===== src/rtl/onn_relax_ctrl.sv =====
// Relaxation-loop sequencer for an oscillatory neural network: loads a pattern,
// samples the synapse array after a settle time and detects convergence.
module onn_relax_ctrl #(
   parameter int N             = 15,
   parameter int SETTLE        = 1,
   parameter int STABLE_SWEEPS = 2,
   parameter int MAX_ITER      = 64,
   parameter int ITER_W        = 8
) (
   input  logic              clk,
   input  logic              rst_n,
   input  logic              start,
   input  logic              mode,
   input  logic [N-1:0]      pattern_in,
   input  logic [N-1:0]      nin,
   output logic [N-1:0]      nout,
   output logic              busy,
   output logic              done,
   output logic              converged,
   output logic [ITER_W-1:0] iter_count,
   output logic [N-1:0]      result
);

   localparam int SET_W = (SETTLE > 1) ? $clog2(SETTLE) : 1;
   localparam int IDX_W = (N > 1) ? $clog2(N) : 1;
   localparam int STB_W = $clog2(STABLE_SWEEPS + 1);

   typedef enum logic [1:0] {S_IDLE, S_LOAD, S_RUN} state_t;

   state_t             r_state;
   logic               r_mode;
   logic [N-1:0]       r_pattern;
   logic [SET_W-1:0]   r_settle;
   logic [IDX_W-1:0]   r_idx;
   logic [STB_W-1:0]   r_stable;
   logic               r_changed;

   logic               w_update;
   logic [N-1:0]       w_next_nout;
   logic               w_flip;
   logic               w_sweep_end;
   logic               w_changed;
   logic [STB_W-1:0]   w_stable_next;
   logic [ITER_W-1:0]  w_iter_next;
   logic               w_conv;
   logic               w_finish;

   // Post-update state and sweep bookkeeping for the current RUN cycle.
   always_comb begin
      // NOTE: every combinational output gets a default first so no path infers a latch.
      w_next_nout = nout;
      w_flip      = 1'b0;
      w_update    = (r_state == S_RUN) && (r_settle == SET_W'(SETTLE - 1));
      if (r_mode) begin
         w_next_nout[r_idx] = nin[r_idx];
         w_flip             = nin[r_idx] ^ nout[r_idx];
      end else begin
         w_next_nout = nin;
         w_flip      = (nin != nout);
      end
      w_sweep_end   = w_update && (!r_mode || (r_idx == IDX_W'(N - 1)));
      w_changed     = r_changed | w_flip;
      w_stable_next = w_changed ? '0 : r_stable + 1'b1;
      w_iter_next   = iter_count + 1'b1;
      w_conv        = (w_stable_next == STB_W'(STABLE_SWEEPS));
      w_finish      = w_sweep_end && (w_conv || (w_iter_next == ITER_W'(MAX_ITER)));
   end

   // NOTE: all state is updated with non-blocking assignments so every register sees pre-edge values.
   always_ff @(posedge clk) begin
      if (!rst_n) begin
         r_state    <= S_IDLE;
         r_mode     <= 1'b0;
         r_pattern  <= '0;
         r_settle   <= '0;
         r_idx      <= '0;
         r_stable   <= '0;
         r_changed  <= 1'b0;
         nout       <= '0;
         busy       <= 1'b0;
         done       <= 1'b0;
         converged  <= 1'b0;
         iter_count <= '0;
         result     <= '0;
      end else begin
         done <= 1'b0;
         case (r_state)
            S_IDLE: begin
               if (start) begin
                  r_state    <= S_LOAD;
                  r_mode     <= mode;
                  r_pattern  <= pattern_in;
                  busy       <= 1'b1;
                  converged  <= 1'b0;
                  iter_count <= '0;
                  r_stable   <= '0;
                  r_idx      <= '0;
                  r_changed  <= 1'b0;
               end
            end
            S_LOAD: begin
               nout     <= r_pattern;
               r_settle <= '0;
               r_state  <= S_RUN;
            end
            S_RUN: begin
               if (w_update) begin
                  r_settle <= '0;
                  nout     <= w_next_nout;
                  if (r_mode) r_idx <= w_sweep_end ? '0 : r_idx + 1'b1;
                  if (w_sweep_end) begin
                     iter_count <= w_iter_next;
                     r_stable   <= w_stable_next;
                     r_changed  <= 1'b0;
                     if (w_finish) begin
                        r_state   <= S_IDLE;
                        result    <= w_next_nout;
                        done      <= 1'b1;
                        busy      <= 1'b0;
                        converged <= w_conv;
                     end
                  end else begin
                     r_changed <= w_changed;
                  end
               end else begin
                  r_settle <= r_settle + 1'b1;
               end
            end
            default: r_state <= S_IDLE;
         endcase
      end
   end

endmodule


===== config.mk =====
export PLATFORM = sky130hd
export DESIGN_NAME = onn_relax_ctrl
export DESIGN_NICKNAME = d
export VERILOG_FILES = /design/src/rtl/onn_relax_ctrl.sv
export SDC_FILE = /design/constraint.sdc
export NUM_CORES = 1
export LEC_CHECK = 0
export BUFFER_PORTS_ARGS = -buffer_cell sky130_fd_sc_hd__buf_2
export CORE_AREA = 2 2 88 132
export DETAILED_ROUTE_END_ITERATION = 6
export DIE_AREA = 0 0 90 134
export PLACE_DENSITY = 0.52
export SYNTH_ARGS = -nofsm -noshare
export SYNTH_HDL_FRONTEND = slang
export SYNTH_SLANG_ARGS = --single-unit

===== constraint.sdc =====
create_clock -name clk -period 4.2 [get_ports clk]
set_input_delay 0.63 -clock clk [delete_from_list [all_inputs] [get_ports clk]]
set_output_delay 0.63 -clock clk [all_outputs]
set_load 0.01 [all_outputs]

==> run metrics <==
status finished clean; setup_tns 0 ns; H-Tree Depth 3; height of the die between 100 and 150 um; Total Wirelength between 10 and 15 mm; hold_ws between 0.4 and 0.5 ns; number of global-route vias before repair approximately 3,300; crit-path cells inv_1, ha_1, nor2b_1, a21boi_1, nand2_1, nor2_1, a311o_1, buf_4, nor2_1, a211oi_2; antenna-violating nets left 0; Clock transition at path regs around 0.06 ns; Top Ports between 70 and 80; Fillers 1,182; cts hold-fix bufs 0; reg2reg setup slack ~0.83 ns; Avg Synthesized Cell Area between 8 and 9 um2; Initial Util roughly a third; Worst R2R Path Depth 10; CP dominant cell by count nor2_1; drt initial violations 127; Combinational Power Share between 30% and 40%; slowest CP cell ha_1; Post-Syn Area around 3700 um2; DIE AREA between 10,000 and 15,000 um2; Leakage Power roughly 0.0019 uW; synthesized flop and latch total 67; via count ~3,400; hold path start r_pattern[5]$_SDFFE_PN0P_; Max-cap violations 0; TritonCTS clock tree built; CP Capture Type flop; hold depth 2; Worst Path Required 4.43 ns; Post-Syn Instances around 440; sequential element share of the synthesized area 36.0%; min cycle time layout around 3.4 ns; crit path DAT between 3 and 4 ns; Clock Latency Late Sink between 0.3 and 0.4 ns; Synth cell types between 50 and 60; Synth Flop Type dfxtp_1; first-pass GRT wire length roughly 17 mm; syn_nets roughly 480; RSZ-0062 raised after global routing false; initial antenna violation count 0; largest net degree at the start of global routing 49; Area growth syn-to-layout 19.9%; fin crit share between 80% and 90%; worst r2r src r_state[0]$_SDFFE_PN0P_; fraction of layout cells with a size suffix above 1 24.0%; 1st-pass router iterations 4; total CTS buffers 9; P_int ~1500 uW; total congestion overflow 0; Post-synth EDFFs 0; Hold Path End r_pattern[5]$_SDFFE_PN0P_; Switching Share about a third; core area about 11,000 um2; Worst Max-Slew Pin Slew 1.16 ns; diode count 0; Hold Path Class reg2reg; reg-to-reg endpoint result[7]$_SDFFE_PN0P_; Async S/R FF share, synth 0%; row cnt between 40 and 50; final count of hold timing violations 0; Chip Width roughly 90 um; placed wire-length estimate about 8.2 mm; Synth Warn # 0; post-CTS setup repair buffer count 0; clock network fraction of total power approximately 34%; Slew HR roughly a fifth; Slew Limit Fails 0; Setup CP Type reg2reg; Max clock buf depth 2; Final nets ~550; PortBufs 74; via-per-instance ratio 5.13; Crit path largest cell delay about 0.84 ns; CP max FO 28; worst vdd ir 213 uV; GRT Total Usage about 18%; Fmax 0.297 GHz; net switching power between 700 and 800 uW; Fin Clk Skew about 0.0050 ns; GPL Wtd Cong ~0.9; CTS resizes 0; final setup vio count 0; Sequential Power Share between 30% and 40%; crit start category flop; Routed WL per cell roughly 17 um; # DRC 0; root buffer cell clkbuf_16; CTS sink cnt 67; P per Cell Area about 500 nW/um2
[through the flow]
stage / std cells / utilization [%] / worst slack, ns / power, uW / instance area [um2]
after floorplan: 441 / - / 1.77 / 1290 / 3720
after global placement: 640 / 38.1 / 0.868 / 1500 / 4160
after detailed placement: 640 / 38.1 / 0.836 / 1520 / 4160
after CTS: 655 / 40.8 / 0.835 / 2280 / 4470
after global routing: 655 / 40.8 / 0.519 / 2400 / 4470
final: 655 / 40.8 / 0.830 / 2260 / 4470
[state kept, by name, summed over array words and instances, names as in the netlist, 2 cells and up]
signal      flops
r_idx           4
result         15
nout           15
r_pattern      15
iter_count      8
r_state         2
r_stable        2
[power by group through the flow]
stage	Sequential [uW]	Combinational, uW	Clock [uW]
6_report	816	681	758
5_1_grt	828	771	804
4_1_cts	816	689	777
3_5_place_dp	829	688	0
3_3_place_gp	829	676	0
2_1_floorplan	811	479	0
[cell families after synthesis]
logic type,share of synthesized area [%]
compound gates,19.9
flops,36.0
simple gates,20.0
buf+inv,4.84
fa+ha+maj,2.69
xor+xnor,4.23
mux,12.4
[worst max path at each step]
stage,from,end,slack (ns),cells after the start
global placement,r_state[0]$_SDFFE_PN0P_,result[7]$_SDFFE_PN0P_,0.87,10
detailed placement,r_state[0]$_SDFFE_PN0P_,result[7]$_SDFFE_PN0P_,0.84,10
finish,r_state[0]$_SDFFE_PN0P_,result[7]$_SDFFE_PN0P_,0.83,10
floorplan,nin[14],r_state[0]$_SDFFE_PN0P_,1.77,8
global route,r_state[0]$_SDFFE_PN0P_,nout[9]$_SDFFE_PN0P_,0.52,8
CTS,r_state[0]$_SDFFE_PN0P_,result[7]$_SDFFE_PN0P_,0.83,10
[routing by layer]
metal / vias up / GRT usage, % / wire (um)
li1: 1684 / - / -
met1: 1571 / 22.3 / 4660
met2: 85 / 31.0 / 5300
met3: 23 / 4.16 / 537
met4: 0 / 8.46 / 341
met5: - / 0 / 0
[critical path, delay by kind of cell (launching register included)]
kind,cells,cell delay [ns]
AOI/OAI and AO/OA,3,0.93
adders and majority gates,1,0.84
buffers and inverters,2,0.44
DFF,1,0.33
and+or+nand+nor,4,0.72
[cells in the final DEF (no fill, tap or decap), drive strengths merged, types with 2 or more instances in the layout]
master and count:
buf 78, nand2 76, dfxtp 67, nor2 45
a21oi 43, mux2i 27, o21ai 16, xnor2 15
a21o 13, clkbuf 11, a211oi 10, inv 9
nand3 9, ha 8, nand4 7, nor3 7
mux4 6, a31o 6, o221ai 6, nor2b 5
mux2 5, nand2b 3, xor2 3, and2 3
a22oi 3, o21bai 3, or3 2, clkinvlp 2
nor4b 2
[cells in the mapped netlist (2+ instances only)]
library cell	count	area (um2)
xor2_1	3	26.3
nand2b_1	3	18.8
clkbuf_1	19	71.3
o21ai_1	2	10.0
a21o_1	13	97.6
nand2_1	76	285
a21oi_1	43	215
nand3_1	9	45.0
and2_1	3	18.8
ha_1	8	100
a31o_2	6	52.6
nor2b_1	5	31.3
mux4_2	6	135
a22oi_1	3	22.5
inv_1	9	33.8
buf_6	2	22.5
buf_2	2	10.0
o221ai_1	6	52.6
mux2_2	5	56.3
nor3_1	7	35.0
nand4_1	7	43.8
a211oi_2	9	113
dfxtp_1	67	1340
or3_1	2	12.5
mux2i_1	27	270
xnor2_1	15	131
nor2_1	45	169
o21ai_0	14	70.1
o21bai_1	3	22.5
[area by class of cell]
cell class	count	area, um2	share of cell area, %
multi-input cells	339	2200	49.3
flip-flops and latches	67	1340	30.0
repair buffers	78	400	8.97
clock buffers	11	253	5.66
well taps	147	184	4.12
clock inverters	4	50.0	1.12
inverters	9	33.8	0.757
No activity file was read; power rests on OpenSTA's default activity.
